==> config.mk <==
export PLATFORM = sky130hd
export DESIGN_NAME = sram_arbiter
export DESIGN_NICKNAME = d
export VERILOG_FILES = /design/src/rtl/sram_arb_pkg.sv /design/src/rtl/sram_arb_starve_ctr.sv /design/src/rtl/sram_arbiter.sv
export SDC_FILE = /design/constraint.sdc
export NUM_CORES = 1
export LEC_CHECK = 0
export ABC_AREA = 1
export CORE_AREA = 2 2 128 130
export DETAILED_ROUTE_END_ITERATION = 8
export DIE_AREA = 0 0 130 132
export PLACE_DENSITY_LB_ADDON = 0.15
export SYNTH_ARGS = -nofsm -noshare
export SYNTH_HDL_FRONTEND = slang
export SYNTH_SLANG_ARGS = --single-unit
==> constraint.sdc <==
create_clock -name clka -period 7.7 [get_ports clka]
set_clock_uncertainty 0.2 [all_clocks]
set_input_delay 2.31 -clock clka [delete_from_list [all_inputs] [get_ports clka]]
set_output_delay 2.31 -clock clka [all_outputs]
set_load 0.005 [all_outputs]
==> src/rtl/sram_arb_pkg.sv <==
// Shared types and constants for the two-master SRAM port arbiter.
// Master IDs double as the read-pending owner tag.
package sram_arb_pkg;

  localparam int DW = 32;

  typedef enum logic {
    MST_CPU = 1'b0,
    MST_LDR = 1'b1
  } mst_e;

  typedef struct packed {
    logic valid;
    mst_e owner;
  } rd_pend_t;

  localparam rd_pend_t RD_PEND_IDLE = '{valid: 1'b0, owner: MST_CPU};

  // Width of a counter that must be able to hold the value 'limit'.
  function automatic int cnt_width(input int limit);
    if (limit < 1) begin
      return 1;
    end else begin
      return $clog2(limit + 1);
    end
  endfunction

endpackage

==> src/rtl/sram_arb_starve_ctr.sv <==
// Saturating count of consecutive cycles in which M1 requests but is denied.
// force_m1 is raised once the count reaches STARVE_LIMIT.
module sram_arb_starve_ctr
  import sram_arb_pkg::*;
#(
  parameter int STARVE_LIMIT = 4,
  parameter int CW           = cnt_width(STARVE_LIMIT)
) (
  input  logic clka,
  input  logic rstb,
  input  logic m1_req,
  input  logic m1_gnt,
  output logic force_m1
);

  localparam logic [CW-1:0] LIMIT = CW'(STARVE_LIMIT);

  logic [CW-1:0] starve_cnt_d;
  logic [CW-1:0] starve_cnt_q;

  // Next count: clear on grant or idle request, otherwise count up to the limit.
  always_comb begin
    starve_cnt_d = starve_cnt_q;
    if (!m1_req || m1_gnt) begin
      starve_cnt_d = {CW{1'b0}};
    end else if (starve_cnt_q != LIMIT) begin
      starve_cnt_d = starve_cnt_q + {{(CW-1){1'b0}}, 1'b1};
    end else begin
      starve_cnt_d = starve_cnt_q;
    end
  end

  // Counter register.
  always_ff @(posedge clka or negedge rstb) begin
    if (!rstb) begin
      starve_cnt_q <= {CW{1'b0}};
    end else begin
      starve_cnt_q <= starve_cnt_d;
    end
  end

  assign force_m1 = (starve_cnt_q == LIMIT);

endmodule

==> src/rtl/sram_arbiter.sv <==
// Two-master arbiter for a simple dual-port SRAM (one write port, one read port).
// M0 has priority; M1 is forced through after STARVE_LIMIT denied cycles.
module sram_arbiter
  import sram_arb_pkg::*;
#(
  parameter int STARVE_LIMIT = 4,
  parameter int AW           = 32
) (
  input  logic          clka,
  input  logic          rstb,
  input  logic          m0_req,
  input  logic          m0_we,
  input  logic [AW-1:0] m0_addr,
  input  logic [DW-1:0] m0_wdata,
  input  logic          m1_req,
  input  logic          m1_we,
  input  logic [AW-1:0] m1_addr,
  input  logic [DW-1:0] m1_wdata,
  output logic          m0_gnt,
  output logic          m1_gnt,
  output logic          m0_rvalid,
  output logic          m1_rvalid,
  output logic [DW-1:0] m0_rdata,
  output logic [DW-1:0] m1_rdata,
  output logic          sram_wea,
  output logic [AW-1:0] sram_waddr,
  output logic [DW-1:0] sram_dina,
  output logic [AW-1:0] sram_addra,
  input  logic [DW-1:0] sram_douta
);

  logic          force_m1;
  logic          gnt_any;
  mst_e          gnt_owner;
  logic          sel_we;
  logic [AW-1:0] sel_addr;
  logic [DW-1:0] sel_wdata;
  logic          wr_go;
  logic          rd_go;

  logic [AW-1:0] waddr_d, waddr_q;
  logic [DW-1:0] wdata_d, wdata_q;
  logic [AW-1:0] raddr_d, raddr_q;
  rd_pend_t      rd_pend_d, rd_pend_q;

  sram_arb_starve_ctr #(
    .STARVE_LIMIT (STARVE_LIMIT)
  ) u_starve_ctr (
    .clka     (clka),
    .rstb     (rstb),
    .m1_req   (m1_req),
    .m1_gnt   (m1_gnt),
    .force_m1 (force_m1)
  );

  // Grant decision; reset is folded in so no grant can leak out while rstb is low.
  always_comb begin
    m0_gnt = 1'b0;
    m1_gnt = 1'b0;
    if (!rstb) begin
      m0_gnt = 1'b0;
      m1_gnt = 1'b0;
    end else if (m1_req && (!m0_req || force_m1)) begin
      m1_gnt = 1'b1;
    end else if (m0_req) begin
      m0_gnt = 1'b1;
    end else begin
      m0_gnt = 1'b0;
      m1_gnt = 1'b0;
    end
  end

  // Select the granted master's request fields.
  always_comb begin
    gnt_any   = m0_gnt | m1_gnt;
    gnt_owner = m1_gnt ? MST_LDR : MST_CPU;
    case (gnt_owner)
      MST_CPU: begin
        sel_we    = m0_we;
        sel_addr  = m0_addr;
        sel_wdata = m0_wdata;
      end
      MST_LDR: begin
        sel_we    = m1_we;
        sel_addr  = m1_addr;
        sel_wdata = m1_wdata;
      end
      default: begin
        sel_we    = 1'b0;
        sel_addr  = {AW{1'b0}};
        sel_wdata = {DW{1'b0}};
      end
    endcase
  end

  // SRAM side: pass granted fields through, otherwise hold the last granted ones.
  always_comb begin
    wr_go     = gnt_any & sel_we;
    rd_go     = gnt_any & ~sel_we;
    waddr_d   = wr_go ? sel_addr : waddr_q;
    wdata_d   = wr_go ? sel_wdata : wdata_q;
    raddr_d   = rd_go ? sel_addr : raddr_q;
    rd_pend_d = '{valid: rd_go, owner: gnt_owner};
  end

  // Hold registers and read-pending tag.
  always_ff @(posedge clka or negedge rstb) begin
    if (!rstb) begin
      waddr_q   <= {AW{1'b0}};
      wdata_q   <= {DW{1'b0}};
      raddr_q   <= {AW{1'b0}};
      rd_pend_q <= RD_PEND_IDLE;
    end else begin
      waddr_q   <= waddr_d;
      wdata_q   <= wdata_d;
      raddr_q   <= raddr_d;
      rd_pend_q <= rd_pend_d;
    end
  end

  assign sram_wea   = wr_go;
  assign sram_waddr = waddr_d;
  assign sram_dina  = wdata_d;
  assign sram_addra = raddr_d;

  // Read return: steer SRAM data to the owner of last cycle's read, zero elsewhere.
  always_comb begin
    m0_rvalid = rd_pend_q.valid && (rd_pend_q.owner == MST_CPU);
    m1_rvalid = rd_pend_q.valid && (rd_pend_q.owner == MST_LDR);
    m0_rdata  = m0_rvalid ? sram_douta : {DW{1'b0}};
    m1_rdata  = m1_rvalid ? sram_douta : {DW{1'b0}};
  end

endmodule

After elaboration in Yosys (flattened, before gate mapping)
Cells that the tools add are included.
Operators by class
  multiplexer cells: 16
  add/sub/neg operators: 1
  bitwise operators: 6
  eq/ne operators: 2
  reduce and logical (&&, ||, !) cells: 8
Operators by type and width (number)
  32-bit two-way mux: 5
  32-bit case mux with 2 select lines: 2
  1-bit two-way mux: 6
  3-bit two-way mux: 2
  3-bit by 1-bit adder with 3-bit output (second input constant): 1
  3-bit equality test (second input constant): 1
  1-bit logical AND: 3
  3-bit inequality test (second input constant): 1
  1-bit inverter: 3
  1-bit AND: 2
  1-bit zero test: 2
  1-bit logical OR: 2
  1-bit case mux with 2 select lines: 1
  2-bit nonzero test: 1
  1-bit OR: 1
Word-level totals
  flip-flop bits (word level): 101
  output and inout port bits: 165
  input bits: 166

Depth between registers and ports, before layout
Gate-level depths: netlist of run 1.
  depth in word-level cells: 11
  depth in mapped cells: 11

By module
Synthesis of run 1 repeated with hierarchy kept, for this count alone.
Second synthesis, totals
  cells, all modules: 788
  area, all modules: 5504.0 um^2
Modules (own cells, without submodules)
  sram_arbiter: times used 1, cells an instance 761, area an instance 5295.1 um^2, seq. area each 2452.4 um^2
  sram_arb_starve_ctr: times used 1, cells an instance 27, area an instance 209.0 um^2, seq. area each 75.1 um^2

Worst setup path before layout of run 1
No wires, ideal clock.
  kind: input -> output
  start point: input port m1_req
  end point: output port sram_waddr[10]
  path buffers: 3
  arrival: 3.258 ns
  path slack: 1.932 ns
  stages: 7
  cells stage by stage: buf_4 o21a_1 buf_2 nand3_1 clkbuf_1 nand2_1 nand2_1
Between the ends
  word-level cells in the longest chain between the ends: 8
  elaborated cells between the ends (all ways): 12
  those cells by class: mux (8); bitwise (3); reduce/logical (1)
Ends and longest elaborated chain
  from (decl): RTL line sram_arbiter.sv:15  | input logic m1_req,
  1-bit logical AND *: RTL line sram_arbiter.sv:63  | end else if (m1_req && (!m0_req || force_m1)) begin
  1-bit two-way mux: RTL line sram_arbiter.sv:63
  1-bit two-way mux: RTL line sram_arbiter.sv:60  | if (!rstb) begin
  1-bit two-way mux: RTL line sram_arbiter.sv:76  | gnt_owner = m1_gnt ? MST_LDR : MST_CPU;
  1-bit inverter: RTL line sram_arbiter.sv:77  | case (gnt_owner)
  1-bit case mux with 2 select lines: RTL line sram_arbiter.sv:77
  1-bit AND: RTL line sram_arbiter.sv:98  | wr_go = gnt_any & sel_we;
  32-bit two-way mux *: RTL line sram_arbiter.sv:100  | waddr_d = wr_go ? sel_addr : waddr_q;
  to (decl): RTL line sram_arbiter.sv:26  | output logic [AW-1:0] sram_waddr,
Mark *: on every way between the ends. The rest lies on a longest branch, timed or not.

Final worst setup path of run 1
  start point: input port m0_req
  end point: output port sram_addra[28]
Between the ends
  word-level cells in the longest chain between the ends: 11
  elaborated cells between the ends (all ways): 16
  those cells by class: mux (9); bitwise (4); reduce/logical (3)
Ends and longest elaborated chain
  from (decl): RTL line sram_arbiter.sv:11  | input logic m0_req,
  1-bit zero test: RTL line sram_arbiter.sv:63
  1-bit logical OR: RTL line sram_arbiter.sv:63
  1-bit logical AND: RTL line sram_arbiter.sv:63
  1-bit two-way mux: RTL line sram_arbiter.sv:63
  1-bit two-way mux: RTL line sram_arbiter.sv:60
  1-bit two-way mux: RTL line sram_arbiter.sv:76
  1-bit inverter: RTL line sram_arbiter.sv:77
  1-bit case mux with 2 select lines: RTL line sram_arbiter.sv:77
  1-bit inverter: RTL line sram_arbiter.sv:99  | rd_go = gnt_any & ~sel_we;
  1-bit AND: RTL line sram_arbiter.sv:99
  32-bit two-way mux *: RTL line sram_arbiter.sv:102  | raddr_d = rd_go ? sel_addr : raddr_q;
  to (decl): RTL line sram_arbiter.sv:28  | output logic [AW-1:0] sram_addra,
Marks and branches as above.

==> qor.log, run 1 <==
qor: outcome.status complete, no violations
qor: synthesis.seq_area_frac_synth 0.4594
qor: clock_tree.worstSkewPairLatency 340 ps
qor: job.max_cap_violations 0
qor: synthesis.distinct_cell_type_count_of_the_synthesized_netlist 17
qor: critical_path.worst_ep_arrival_time 4530 ps
qor: timing.report.final.slew_viol_count 0
qor: final_layout.signed_area_change_from_the_synthesized_netlist_to_the_final_layout 68.16%
qor: clock_tree.post_cts_setup_buffer_count 0
qor: synthesis.ys_seq_elements 101
qor: timing.final.hold.worst_slack 275.6 ps
qor: placed_design.placement.io_buffers 330
qor: routing.tritonroute_pass_1_iters 5
qor: timing.report.final.setup_viol 0
qor: routing.per_cell_routed_wire_length 16.07 µm
qor: pwr.relative_contribution_of_the_clock_network_to_total_power 0.286
qor: timing.timing.max_slew.rel_slack 0.2960
qor: timing.post-route-period-util 0.9137
qor: routing.drt.antenna.violating_nets 0
qor: pwr.power.sequential.fraction 0.375
qor: pwr.static-leakage-power 4.570 nW
qor: final_layout.num-nets-final 1,240
qor: timing.grt_setup_unrepaired false
qor: clock_tree.clkSlewWorstSetupHoldPaths 70 ps
qor: floorplanning.design.core.area 0.01571 mm²
qor: synthesis.synth-edff-count 0
qor: clock_tree.post_cts_hold_buffer_count 0
qor: final_layout.finished_core_util 0.5888
qor: final_layout.diodes 0
qor: critical_path.critical_path.startpoint_type primary input
qor: routing.routed_wirelength 20,780 µm
qor: pwr.part_of_the_total_power_dissipated_in_combinational_logic 0.339
qor: timing.achievable-frequency 142.1 MHz
qor: routing.violation_count_after_the_first_detailed_route_iteration 311
qor: synthesis.yosysMostFrequentCell sky130_fd_sc_hd__nand2_1
qor: pwr.total_power 0.001738 W
qor: synthesis.synth_cells 780
qor: clock_tree.clockBufferDepth 2
qor: placed_design.place.gp.congestion 0.7928
qor: routing.post-route-drc-count 0
qor: floorplanning.dieHeight 132 µm
qor: timing.final_period_minus_worst_setup_slack 7035 ps
qor: global_route.antenna_found_initial 0
qor: global_route.via_count_of_the_first_global_routing_pass 5,812
qor: routing.routed_via_density 4.786
qor: floorplanning.initial_standard_cell_utilization_of_the_core 0.3501
qor: global_route.globalRoute.totalOverflow 0
qor: placed_design.dp_hpwl 15,040 µm
qor: clock_tree.postCtsResizedCells 0
qor: synthesis.synthFlopType sky130_fd_sc_hd__dfrtp_1
qor: global_route.total_grt_usage 0.2355
qor: clock_tree.cts_made_buffers 9
qor: clock_tree.clock_sinks 101
qor: clock_tree.cts_tree built
qor: synthesis.yosys.area.top_type_share 0.4594
qor: timing.final_hold_viol_count 0
qor: pwr.internal_power 0.001233 W
qor: pwr.p_switching 0.0005047 W
qor: critical_path.timing.critical_path.fanout_max 33
qor: pwr.p_sw_frac 0.2904
qor: critical_path.timing.setup.critical_path_class in -> out
qor: worst_hold_path.hold_path.class reg -> reg
qor: global_route.grt_pass1_wl 31,660 µm
qor: synthesis.synth_warnings 0
qor: timing.tightest_slew 1053 ps
qor: clock_tree.cts-root-buf sky130_fd_sc_hd__clkbuf_16
qor: synthesis.synthesis.nets 948
qor: final_layout.final_layout_size_suffix_gt1_frac 0.03621
qor: synthesis.postSynthAreaPerCell 7.053 µm²
qor: floorplanning.die_area 0.01716 mm²
qor: synthesis.yosys.area.top_type sky130_fd_sc_hd__dfrtp_1
qor: critical_path.required_time_of_the_critical_path 5190 ps
qor: clock_tree.h-tree-depth 3
qor: synthesis.syn-cell-area 0.005502 mm²
qor: synthesis.ys_top_cells_by_area sky130_fd_sc_hd__dfrtp_1, sky130_fd_sc_hd__nand2_1, sky130_fd_sc_hd__nand3_1
qor: global_route.maximum_number_of_pins_on_one_net_before_global_route_repair 82
qor: floorplanning.num_rows 46
qor: floorplanning.die_w 130 µm
qor: synthesis.synth_async_sr_flop_share 1.000
qor: timing.setup-tns-final 0 ps
qor: synthesis.synth.top_cells.by_count sky130_fd_sc_hd__nand2_1, sky130_fd_sc_hd__dfrtp_1, sky130_fd_sc_hd__nand3_1
qor: floorplanning.ioPinCount 331
qor: pwr.max-vdd-ir-drop 0.1055 mV
qor: pwr.power_density 187.8 mW/mm²
qor: critical_path.critPathCaptureType output pin
qor: routing.vias 6,188
==> routing by layer <==
layer / share of wire / routed length, µm / GRT usage / vias up
met4: 0.022 / 459 / 0.06452 / 0
met3: 0.085 / 1768 / 0.07102 / 28
met5: 0 / 0 / 0 / -
met2: 0.49 / 10140 / 0.4049 / 235
met1: 0.40 / 8414 / 0.2842 / 2845
li1: - / - / - / 3080
==> power groups by stage <==
| stage | clock, W | sequential [W] | combinational, W |
|---|---|---|---|
| global route | 0.000528 | 0.000660 | 0.000645 |
| finish | 0.000498 | 0.000651 | 0.000589 |
| CTS | 0.000508 | 0.000651 | 0.000597 |
| global placement | 0 | 0.000660 | 0.000588 |
| detailed placement | 0 | 0.000661 | 0.000593 |
| floorplan | 0 | 0.000654 | 0.000224 |
==> flip-flops by register name, summed over array words and instances (netlist names) <==
register / count
rd_pend_q: 2
raddr_q: 32
wdata_q: 32
waddr_q: 32
u_starve_ctr.starve_cnt_q: 3
==> layout by cell type, fill, tap and decap left out <==
cell                              netlist  layout
sky130_fd_sc_hd__a21oi_1                4       4
sky130_fd_sc_hd__buf_12                 0       5
sky130_fd_sc_hd__buf_2                 34       1
sky130_fd_sc_hd__buf_4                  4      11
sky130_fd_sc_hd__buf_6                  5       1
sky130_fd_sc_hd__bufinv_16              0       2
sky130_fd_sc_hd__clkbuf_16              0       9
sky130_fd_sc_hd__clkdlybuf4s50_1        0     328
sky130_fd_sc_hd__clkinv_2               0       1
sky130_fd_sc_hd__clkinv_4               0       2
sky130_fd_sc_hd__clkinvlp_4             0       1
sky130_fd_sc_hd__dfrtp_1              101     101
sky130_fd_sc_hd__ha_1                   2       2
sky130_fd_sc_hd__inv_1                 43      43
sky130_fd_sc_hd__inv_6                  0       1
sky130_fd_sc_hd__nand2_1              331     331
sky130_fd_sc_hd__nand2_2                2       2
sky130_fd_sc_hd__nand3_1               98      97
sky130_fd_sc_hd__nand3_2                1       2
sky130_fd_sc_hd__nand4_1               66      66
sky130_fd_sc_hd__nor2_1                65      65
sky130_fd_sc_hd__o21a_4                 0       1
sky130_fd_sc_hd__xnor2_1                1       1
==> final timing paths <==
check                                             start        endpoint  slack [ps]  cells past startpoint
max                                              m0_req  sram_addra[28]         660                      9
min                                          raddr_q[0]      raddr_q[0]         280                      2
max reg2reg                u_starve_ctr.starve_cnt_q[0]     wdata_q[13]        5600                     10
min reg2reg                                  raddr_q[0]      raddr_q[0]         280                      2
max in group asynchronous                          rstb     waddr_q[13]        4580                      3
min in group asynchronous                          rstb      raddr_q[0]        1550                      1
==> per-stage QoR <==
step                      cell area (µm²)  worst slack (ps)  instances
final                                9251             664.7       1293
after floorplan                      5502              1932        780
after global placement               8927             645.5       1277
after global routing                 9251             498.0       1293
after CTS                            9251             627.3       1293
after detailed placement             8927             633.2       1277
==> final cells by class <==
cell class                      instances  area, µm²
Clock buffer                            9      225.2
Clock inverter                          7      98.84
Timing Repair Buffer                  346       3482
Fill cell                            1487       6461
Multi-Input combinational cell        571       2486
Sequential cell                       101       2527
Tap cell                              216      270.3
Inverter                               43      161.4
==> cells by family (layout without fill, tap and decap cells) <==
kind of cell | after synthesis | after routing | synth area share
buf+inv | 108 | 405 | 0.09097
compound gates | 5 | 5 | 0.005004
simple gates | 563 | 563 | 0.4385
flops | 101 | 101 | 0.4594
xor+xnor | 1 | 1 | 0.001592
fa+ha+maj | 2 | 2 | 0.004548
==> critical path: stages <==
cell                              delay (ps)
sky130_fd_sc_hd__clkdlybuf4s50_1         630
sky130_fd_sc_hd__nand2_2                 150
sky130_fd_sc_hd__nand3_2                 120
sky130_fd_sc_hd__nand2_1                  90
sky130_fd_sc_hd__nand3_1                  80
sky130_fd_sc_hd__buf_4                   360
sky130_fd_sc_hd__nand2_1                 100
sky130_fd_sc_hd__nand2_1                 100
sky130_fd_sc_hd__clkdlybuf4s50_1         560
No activity file was read; power rests on OpenSTA's default activity.
==> run 2: changes to the inputs <==
--- a/config.mk
+++ b/config.mk
@@ -5,10 +5,10 @@
 export SDC_FILE = /design/constraint.sdc
 export NUM_CORES = 1
 export LEC_CHECK = 0
-export ABC_AREA = 1
-export CORE_AREA = 2 2 128 130
+export ABC_AREA = 0
+export CORE_AREA = 2 2 130 132
 export DETAILED_ROUTE_END_ITERATION = 8
-export DIE_AREA = 0 0 130 132
+export DIE_AREA = 0 0 132 134
 export PLACE_DENSITY_LB_ADDON = 0.15
 export SYNTH_ARGS = -nofsm -noshare
 export SYNTH_HDL_FRONTEND = slang
==> qor.log, run 2 <==
qor: critical_path.required_time_of_the_critical_path 5190 ps
qor: pwr.relative_contribution_of_the_clock_network_to_total_power 0.308
qor: global_route.via_count_of_the_first_global_routing_pass 6,145
qor: clock_tree.cts_made_buffers 9
qor: synthesis.synth_async_sr_flop_share 1.000
qor: routing.tritonroute_pass_1_iters 7
qor: floorplanning.ioPinCount 331
qor: critical_path.reg2reg_depth 6
qor: placed_design.placed_instances 1,158
qor: synthesis.synth.top_cells.by_count sky130_fd_sc_hd__nor3_1, sky130_fd_sc_hd__dfrtp_1, sky130_fd_sc_hd__inv_1
qor: pwr.part_of_the_total_power_dissipated_in_combinational_logic 0.327
qor: pwr.internal_power 0.001296 W
qor: outcome.status complete, no violations
qor: placed_design.pre_cts_ws 457.6 ps
qor: synthesis.synth_warnings 0
qor: clock_tree.post_cts_setup_buffer_count 0
qor: critical_path.worst_ep_arrival_time 4770 ps
qor: synthesis.distinct_cell_type_count_of_the_synthesized_netlist 25
qor: placed_design.placement.io_buffers 330
qor: pwr.p_switching 0.0004798 W
qor: critical_path.timing.setup.critical_path_class in -> out
qor: pwr.power_density 180.2 mW/mm²
qor: critical_path.critical_path.startpoint_type primary input
qor: global_route.total_grt_usage 0.2553
qor: floorplanning.initial_standard_cell_utilization_of_the_core 0.3686
qor: routing.routed_via_density 5.299
qor: synthesis.yosys.area.top_type_share 0.4209
qor: floorplanning.die_w 132 µm
qor: global_route.maximum_number_of_pins_on_one_net_before_global_route_repair 77
qor: clock_tree.post_cts_hold_buffer_count 0
qor: final_layout.ff_latch_area 0.002527 mm²
qor: clock_tree.postCtsResizedCells 0
qor: floorplanning.design.core.area 0.01629 mm²
qor: floorplanning.die_area 0.01769 mm²
qor: synthesis.yosys.area.top_type sky130_fd_sc_hd__dfrtp_1
qor: synthesis.synth-edff-count 0
qor: timing.final_period_minus_worst_setup_slack 7283 ps
qor: clock_tree.cts_tree built
qor: final_layout.registers_with_the_most_flip_flops raddr_q: 32 flops, waddr_q: 32 flops, wdata_q: 32 flops
qor: final_layout.most_frequent_cells_in_the_layout sky130_fd_sc_hd__clkdlybuf4s50_1, sky130_fd_sc_hd__nor3_1, sky130_fd_sc_hd__dfrtp_1
qor: pwr.static-leakage-power 4.211 nW
qor: pwr.total_power 0.001776 W
qor: synthesis.ys_seq_elements 101
qor: critical_path.critPathCaptureType output pin
qor: synthesis.synth_cells 658
qor: timing.setup_slack 416.9 ps
qor: synthesis.ys_top_cells_by_area sky130_fd_sc_hd__dfrtp_1, sky130_fd_sc_hd__nor3_1, sky130_fd_sc_hd__a311oi_2
qor: placed_design.dp_hpwl 15,940 µm
qor: timing.final_hold_viol_count 0
qor: timing.grt_setup_unrepaired false
qor: global_route.grt_pass1_wl 35,830 µm
qor: final_layout.layout.cells.most_common sky130_fd_sc_hd__clkdlybuf4s50_1
qor: pwr.power.sequential.fraction 0.366
qor: timing.tightest_slew 901.2 ps
qor: clock_tree.h-tree-depth 3
qor: final_layout.final_layout_size_suffix_gt1_frac 0.1027
qor: final_layout.fillCellCount 1,457
qor: synthesis.postSynthAreaPerCell 9.125 µm²
qor: pwr.max-vdd-ir-drop 0.1185 mV
qor: timing.achievable-frequency 137.3 MHz
qor: synthesis.synthesis.nets 826
qor: synthesis.synthFlopType sky130_fd_sc_hd__dfrtp_1
qor: timing.timing.max_slew.rel_slack 0.3992
qor: clock_tree.clock_sinks 101
qor: global_route.antenna_found_initial 0
qor: timing.setup-tns-final 0 ps
qor: clock_tree.worstSkewPairLatency 350 ps
qor: final_layout.stdcell_count 1,175
qor: clock_tree.cts-root-buf sky130_fd_sc_hd__clkbuf_16
qor: routing.drt.antenna.violating_nets 0
qor: timing.post-route-period-util 0.9459
qor: timing.report.final.setup_viol 0
qor: timing.report.final.slew_viol_count 0
qor: routing.routed_wirelength 23,080 µm
qor: clock_tree.clkSlewWorstSetupHoldPaths 70 ps
qor: routing.per_cell_routed_wire_length 19.65 µm
qor: floorplanning.num_rows 47
qor: job.max_cap_violations 0
qor: final_layout.num-nets-final 1,117
qor: synthesis.seq_area_frac_synth 0.4209
qor: global_route.globalRoute.totalOverflow 0
qor: routing.post-route-drc-count 0
qor: clock_tree.clockBufferDepth 2
qor: worst_hold_path.hold_path_depth 2
qor: placed_design.place.gp.congestion 0.8325
qor: routing.vias 6,226
qor: routing.violation_count_after_the_first_detailed_route_iteration 439
qor: worst_hold_path.hold_path.class reg -> reg
qor: final_layout.signed_area_change_from_the_synthesized_netlist_to_the_final_layout 64.12%
qor: synthesis.yosysMostFrequentCell sky130_fd_sc_hd__nor3_1
qor: critical_path.timing.critical_path.fanout_max 27
qor: pwr.p_sw_frac 0.2702
qor: final_layout.multi_input_area 0.002756 mm²
qor: synthesis.syn-cell-area 0.006005 mm²
qor: final_layout.finished_core_util 0.6050
qor: floorplanning.dieHeight 134 µm
## run 2: cell count changes after synthesis, sizes merged, moves of 3 or more
cell    before  now
a311oi       0   96
clkbuf      16   44
nand2      333    6
and3         0   34
inv         43   98
nor2        65    2
nand3       99    2
buf         49   30
a21boi       0    3
nand4       66    0
a21oi        4    0
nor3         0  193
or2          0    4
and2         0   33
## run 2: kinds of logic (layout without fill, tap and decap cells)
logic type,after synthesis,in the layout,share of synthesized area
buffers and inverters,172,468,0.1246
other,0,1,0
adder cells (fa/ha/maj),2,2,0.004167
multiplexers,1,1,0.001875
flip-flops,101,101,0.4209
AO/OA/AOI/OAI,104,104,0.2023
AND/OR/NAND/NOR,278,278,0.2461
## run 2: metrics by stage
step                      hold slack, ps  instance area (µm²)
after global routing               359.9                 9852
after CTS                          342.9                 9852
after floorplan                    329.0                 6005
final                              340.0                 9854
after detailed placement           330.2                 9495
after global placement             328.8                 9495
## run 2: area by class of cell
| class | count | area share |
|---|---|---|
| repair buffers | 354 | 0.3621 |
| multi-input cells | 385 | 0.2797 |
| flip-flops and latches | 101 | 0.2565 |
| inverters | 98 | 0.03733 |
| well taps | 220 | 0.02793 |
| clock buffers | 11 | 0.02565 |
| clock inverters | 5 | 0.01054 |
| diodes | 1 | 0.0002539 |
## run 2: routing by layer
layer	vias up	part of all wire	GRT usage
met5	-	0	0
met4	0	0.021	0.07367
met3	30	0.082	0.07861
met2	291	0.47	0.4068
met1	2948	0.43	0.3359
li1	2957	-	-
## run 2: power groups by stage
stage | clock network, W | logic, W | registers [W]
after CTS | 0.000558 | 0.000584 | 0.000649
after detailed placement | 0 | 0.000578 | 0.000660
after global routing | 0.000574 | 0.000623 | 0.000659
after floorplan | 0 | 0.000222 | 0.000650
final | 0.000546 | 0.000580 | 0.000650
after global placement | 0 | 0.000575 | 0.000657
## run 2: worst max-delay path, cell delays in order
cell,delay [ps]
sky130_fd_sc_hd__clkdlybuf4s50_1,530
sky130_fd_sc_hd__and3_4,260
sky130_fd_sc_hd__or2_4,420
sky130_fd_sc_hd__buf_4,270
sky130_fd_sc_hd__a311oi_1,370
sky130_fd_sc_hd__clkdlybuf4s50_1,590
## run 2: worst paths after layout
| path | startpoint | end | slack (ps) |
|---|---|---|---|
| worst min-delay path | waddr_q[2] | waddr_q[2] | 340 |
| worst min register to register | waddr_q[2] | waddr_q[2] | 340 |
| max in group asynchronous | rstb | waddr_q[25] | 4450 |
| worst max-delay path | m1_req | sram_dina[28] | 420 |
| worst max register to register | u_starve_ctr.starve_cnt_q[0] | wdata_q[28] | 5320 |
| min in group asynchronous | rstb | wdata_q[1] | 1650 |
==> run 3: changes to the inputs <==
--- a/config.mk
+++ b/config.mk
@@ -10,6 +10,7 @@
 export DETAILED_ROUTE_END_ITERATION = 8
 export DIE_AREA = 0 0 132 134
 export PLACE_DENSITY_LB_ADDON = 0.15
+export SKIP_LAST_GASP = 1
 export SYNTH_ARGS = -nofsm -noshare
 export SYNTH_HDL_FRONTEND = slang
 export SYNTH_SLANG_ARGS = --single-unit
==> results of run 3 <==
No change in the layout: final DEF, timing and power equal those of run 2.
==> RTL change 1 (config.mk and constraints of run 1) <==
`AW`: 32 -> 48.
--- a/src/rtl/sram_arbiter.sv
+++ b/src/rtl/sram_arbiter.sv
@@ -5,5 +5,5 @@
 #(
   parameter int STARVE_LIMIT = 4,
-  parameter int AW           = 32
+  parameter int AW           = 48
 ) (
   input  logic          clka,
Ports: changed (resized m0_addr, m1_addr, sram_addra and sram_waddr); port bits go from 331 to 395. The function was not compared with the original's and may differ.
==> RTL change 1 against run 1 <==
Non-clock buffer count grew 69. Total power increased by 43%. Hold slack lost 1.9 ps. Sequential cell count is 32 higher. Count of clock-buffer cells in the layout increased by 8. Synthesized area rose by 27%. Cell area increased by 26%. Utilization is 16 points higher. Worst setup slack lost 470 ps. Routed wire length up 38%.
==> RTL change 1: results (changes against run 1) <==
metric	value	unit	change
status	complete, no violations		unchanged
Synth Flop Type	dfrtp_1		unchanged
R2R cell count	10		unchanged
GRT met3 Usage	10.71	%	was 7.102%
leakage power	5.790	nW	was 4.570 nW
total number of vias	8169		was 6188
M1 WL	10530	microns	was 8414 microns
largest net degree at the start of global routing	81		was 82
min Tclk post-route	7510	ps	was 7035 ps
hold path start	waddr_q[46]		was raddr_q[0]
worst skew pair latency	420	ps	was 340 ps
Worst Hold End	waddr_q[46]		was raddr_q[0]
# port buffers	394		was 330
net count after synthesis	1173		was 948
number of global-route vias before repair	8085		was 5812
flop2flop setup slack	5020	ps	was 5600 ps
antenna violations before repair	5		was 0
worst setup path end	sram_waddr[35]		was sram_addra[28]
placement-stage cell area	11060	sq um	was 8927 sq um
drt via density	5.250		was 4.786
Synth Instances	973		was 780
initial DRC count	638		was 311
Compound-Gate Fraction of Synth Area	0.4121	%	was 0.5003%
first-pass GRT wire length	43300	microns	was 31660 microns
Slew @ Worst Pin	1094	ps	was 1053 ps
crit path DAT	5000	ps	was 4530 ps
Netlist cell types	18		was 17
post-DP HPWL	20470	microns	was 15040 microns
GRT Resource Usage Total	33.09	%	was 23.55%
worst stage delay on the critical path	550	ps	was 630 ps
synth top area cells	dfrtp_1 48%, nand2_1 23%, nand3_1 9.2%		was dfrtp_1 46%, nand2_1 23%, nand3_1 8.9%
htree depth	4		was 3
Commonest cells post-synth	427 x nand2_1, 133 x dfrtp_1, 129 x nand3_1		was 331 x nand2_1, 101 x dfrtp_1, 98 x nand3_1
Synth Area in XOR/XNOR	0.1254	%	was 0.1592%
met1 global-route usage	37.81	%	was 28.42%
R2R Path End	waddr_q[35]		was wdata_q[13]
VDD IR-drop max	181.3	uV	was 105.5 uV
Seq/Total Area, Yosys	47.66	%	was 45.94%
total CTS buffers	17		was 9
biggest regs	raddr_q (48), waddr_q (48), wdata_q (32)		was raddr_q (32), waddr_q (32), wdata_q (32)
Placer Congestion	0.8552		was 0.7928
Worst-path clk slew	50	ps	was 70 ps
Min Hold Slack	273.7	ps	was 275.6 ps
dpl ws	86.32	ps	was 633.2 ps
met2 wire length	13880	microns	was 10140 microns
WL met3	2582	microns	was 1768 microns
final net count	1526		was 1240
final wirelength	28710	microns	was 20780 microns
share of post-route cells with drive strength above 1	4.712	%	was 3.621%
Max FO, Critical Path	23		was 33
top layer in use	met5		was met4
adder-cell area share of the yosys netlist	0.3584	%	was 0.4549%
global routing met2 resource utilization	54.25	%	was 40.49%
==> RTL change 1: changes by cell type after synthesis, sizes merged <==
cell / change
nand2: +96
dfrtp: +32
nand3: +32
nand4: +16
buf: +11
clkbuf: +6
==> RTL change 1: power by group <==
group / switching [W] / leakage (nW) / total [W] / internal [W]
registers: 0.0000368 / 1.68 / 0.000862 / 0.000825
logic: 0.000370 / 3.82 / 0.000779 / 0.000409
clock network: 0.000309 / 0.291 / 0.000846 / 0.000537
total: 0.000716 / 5.79 / 0.00249 / 0.00177
==> RTL change 1: area by class of cell <==
class / instances / area, sq um
repair buffers: 415 / 4163
well taps: 216 / 270.3
fillers: 1303 / 4025
multi-input cells: 716 / 3148
clock buffers: 17 / 425.4
flip-flops and latches: 133 / 3328
inverters: 43 / 161.4
clock inverters: 13 / 183.9
diodes: 3 / 7.507
==> RTL change 1: worst min-delay path, stage by stage (launching register included) <==
cell and delay [ps]:
dfrtp_1 320, nand2_1 50, nand2_1 70
==> RTL change 2 (flow settings as in run 1) <==
Made on the original files. Reset style: synchronous (`rstb`), changed in 2 clocked blocks.
--- a/src/rtl/sram_arb_starve_ctr.sv
+++ b/src/rtl/sram_arb_starve_ctr.sv
@@ -32,5 +32,5 @@
 
   // Counter register.
-  always_ff @(posedge clka or negedge rstb) begin
+  always_ff @(posedge clka) begin
     if (!rstb) begin
       starve_cnt_q <= {CW{1'b0}};
--- a/src/rtl/sram_arbiter.sv
+++ b/src/rtl/sram_arbiter.sv
@@ -105,5 +105,5 @@
 
   // Hold registers and read-pending tag.
-  always_ff @(posedge clka or negedge rstb) begin
+  always_ff @(posedge clka) begin
     if (!rstb) begin
       waddr_q   <= {AW{1'b0}};
Check against the original RTL: differs if rstb is asserted again (counterexample within 4 cycles, from zero or initial values and one cycle with rstb low); with rstb held inactive, the same outputs for 4 cycles.
==> RTL change 2 against run 1 <==
Sequential cell count unchanged. Worst setup slack worse by 200 ps. Routed wire length up 1.2%. Synthesized area up 18%. Cell area up 9.9%. Register-to-register slack worse by 190 ps. Total power down 11%. Hold slack worse by 26 ps. Critical endpoint is now sram_addra[23]. Largest cell class unchanged. Largest power group unchanged.
==> RTL change 2: results (changes against run 1) <==
metric	value	unit	change
hold path start	u_starve_ctr.starve_cnt_q[0]		was raddr_q[0]
Int Power	0.001088	W	was 0.001233 W
Hold Path Stages	1		was 2
Critical Path Source	rstb		was m0_req
# clk buffers	12		was 9
Switching Share	29.69	%	was 29.04%
Placer Congestion	0.8346		was 0.7928
Commonest cells post-synth	364 x inv_1, 330 x nand2_1, 166 x nand3_1		was 331 x nand2_1, 101 x dfrtp_1, 98 x nand3_1
M1 WL	8956	microns	was 8414 microns
flop2flop setup slack	5410	ps	was 5600 ps
Buffers excl. clock	345		was 346
P_clk	0.000433	W	was 0.000498 W
synth top area cells	dfxtp_1 31%, inv_1 21%, nand2_1 19%		was dfrtp_1 46%, nand2_1 23%, nand3_1 8.9%
leakage power	5.889	nW	was 4.570 nW
GRT met3 Usage	5.885	%	was 7.102%
status	complete, no violations		unchanged
first-pass GRT wire length	33840	microns	was 31660 microns
worst stage delay on the critical path	550	ps	was 630 ps
GRT Resource Usage Total	24.28	%	was 23.55%
Synth Flop Type	dfxtp_1		was dfrtp_1
clock root cell	clkbuf_16		unchanged
met1 global-route usage	29.36	%	was 28.42%
#MultiIn Comb	667		was 571
R2R cell count	11		was 10
net count after synthesis	1368		was 948
drt via density	4.327		was 4.786
WL met3	1731	microns	was 1768 microns
ClkCell Share	2.707	%	was 3.503%
crit path DAT	4730	ps	was 4530 ps
final net count	1658		was 1240
r2r startpoint	u_starve_ctr.starve_cnt_q[0]		unchanged
non-clk buf share	34.08	%	was 37.64%
biggest regs	raddr_q (32), waddr_q (32), wdata_q (32)		unchanged
fraction of area in registers	19.88	%	was 27.32%
multi-input combinational cell area	2761	sq um	was 2486 sq um
Max FO, Critical Path	25		was 33
Compound-Gate Fraction of Synth Area	0.07710	%	was 0.5003%
asr flop ratio synth	0	%	was 100.0%
number of global-route vias before repair	6834		was 5812
R2R Path End	wdata_q[6]		was wdata_q[13]
worst setup path end	sram_addra[23]		was sram_addra[28]
post-DP HPWL	15310	microns	was 15040 microns
global routing met2 resource utilization	41.83	%	was 40.49%
Signal inverters	366		was 43
Synth Area in XOR/XNOR	0.1349	%	was 0.1592%
Seq/Total Area, Yosys	31.15	%	was 45.94%
relative slew slack	26.31	%	was 29.60%
final wirelength	21020	microns	was 20780 microns
initial DRC count	377		was 311
adder-cell area share of the yosys netlist	0.3855	%	was 0.4549%
## RTL change 2: cell count changes in the layout (fill, tap and decap cells not counted), moves of 3 or more
cell,change
dfxtp_1,+101
nor2_1,+98
dfrtp_1,-101
nand3_1,+68
inv_1,+321
nand4_1,-66
a21oi_1,-3
## RTL change 2: metrics by stage
| step | setup WS, ps | cells | instance area, sq um | hold WS, ps |
|---|---|---|---|---|
| floorplan | 2007 | 1200 | 6491 | 217.3 |
| detailed placement | 462.4 | 1695 | 9894 | 239.6 |
| global route | 273.4 | 1710 | 10170 | 291.4 |
| CTS | 458.3 | 1710 | 10170 | 252.3 |
| global placement | 506.7 | 1695 | 9894 | 235.4 |
| finish | 464.3 | 1710 | 10170 | 249.4 |
## RTL change 2: cell families after synthesis
logic type	Yosys count
AND/OR/NAND/NOR	663
buffers and inverters	432
flip-flops	101
adder cells (fa/ha/maj)	2
AO/OA/AOI/OAI	1
XOR/XNOR	1
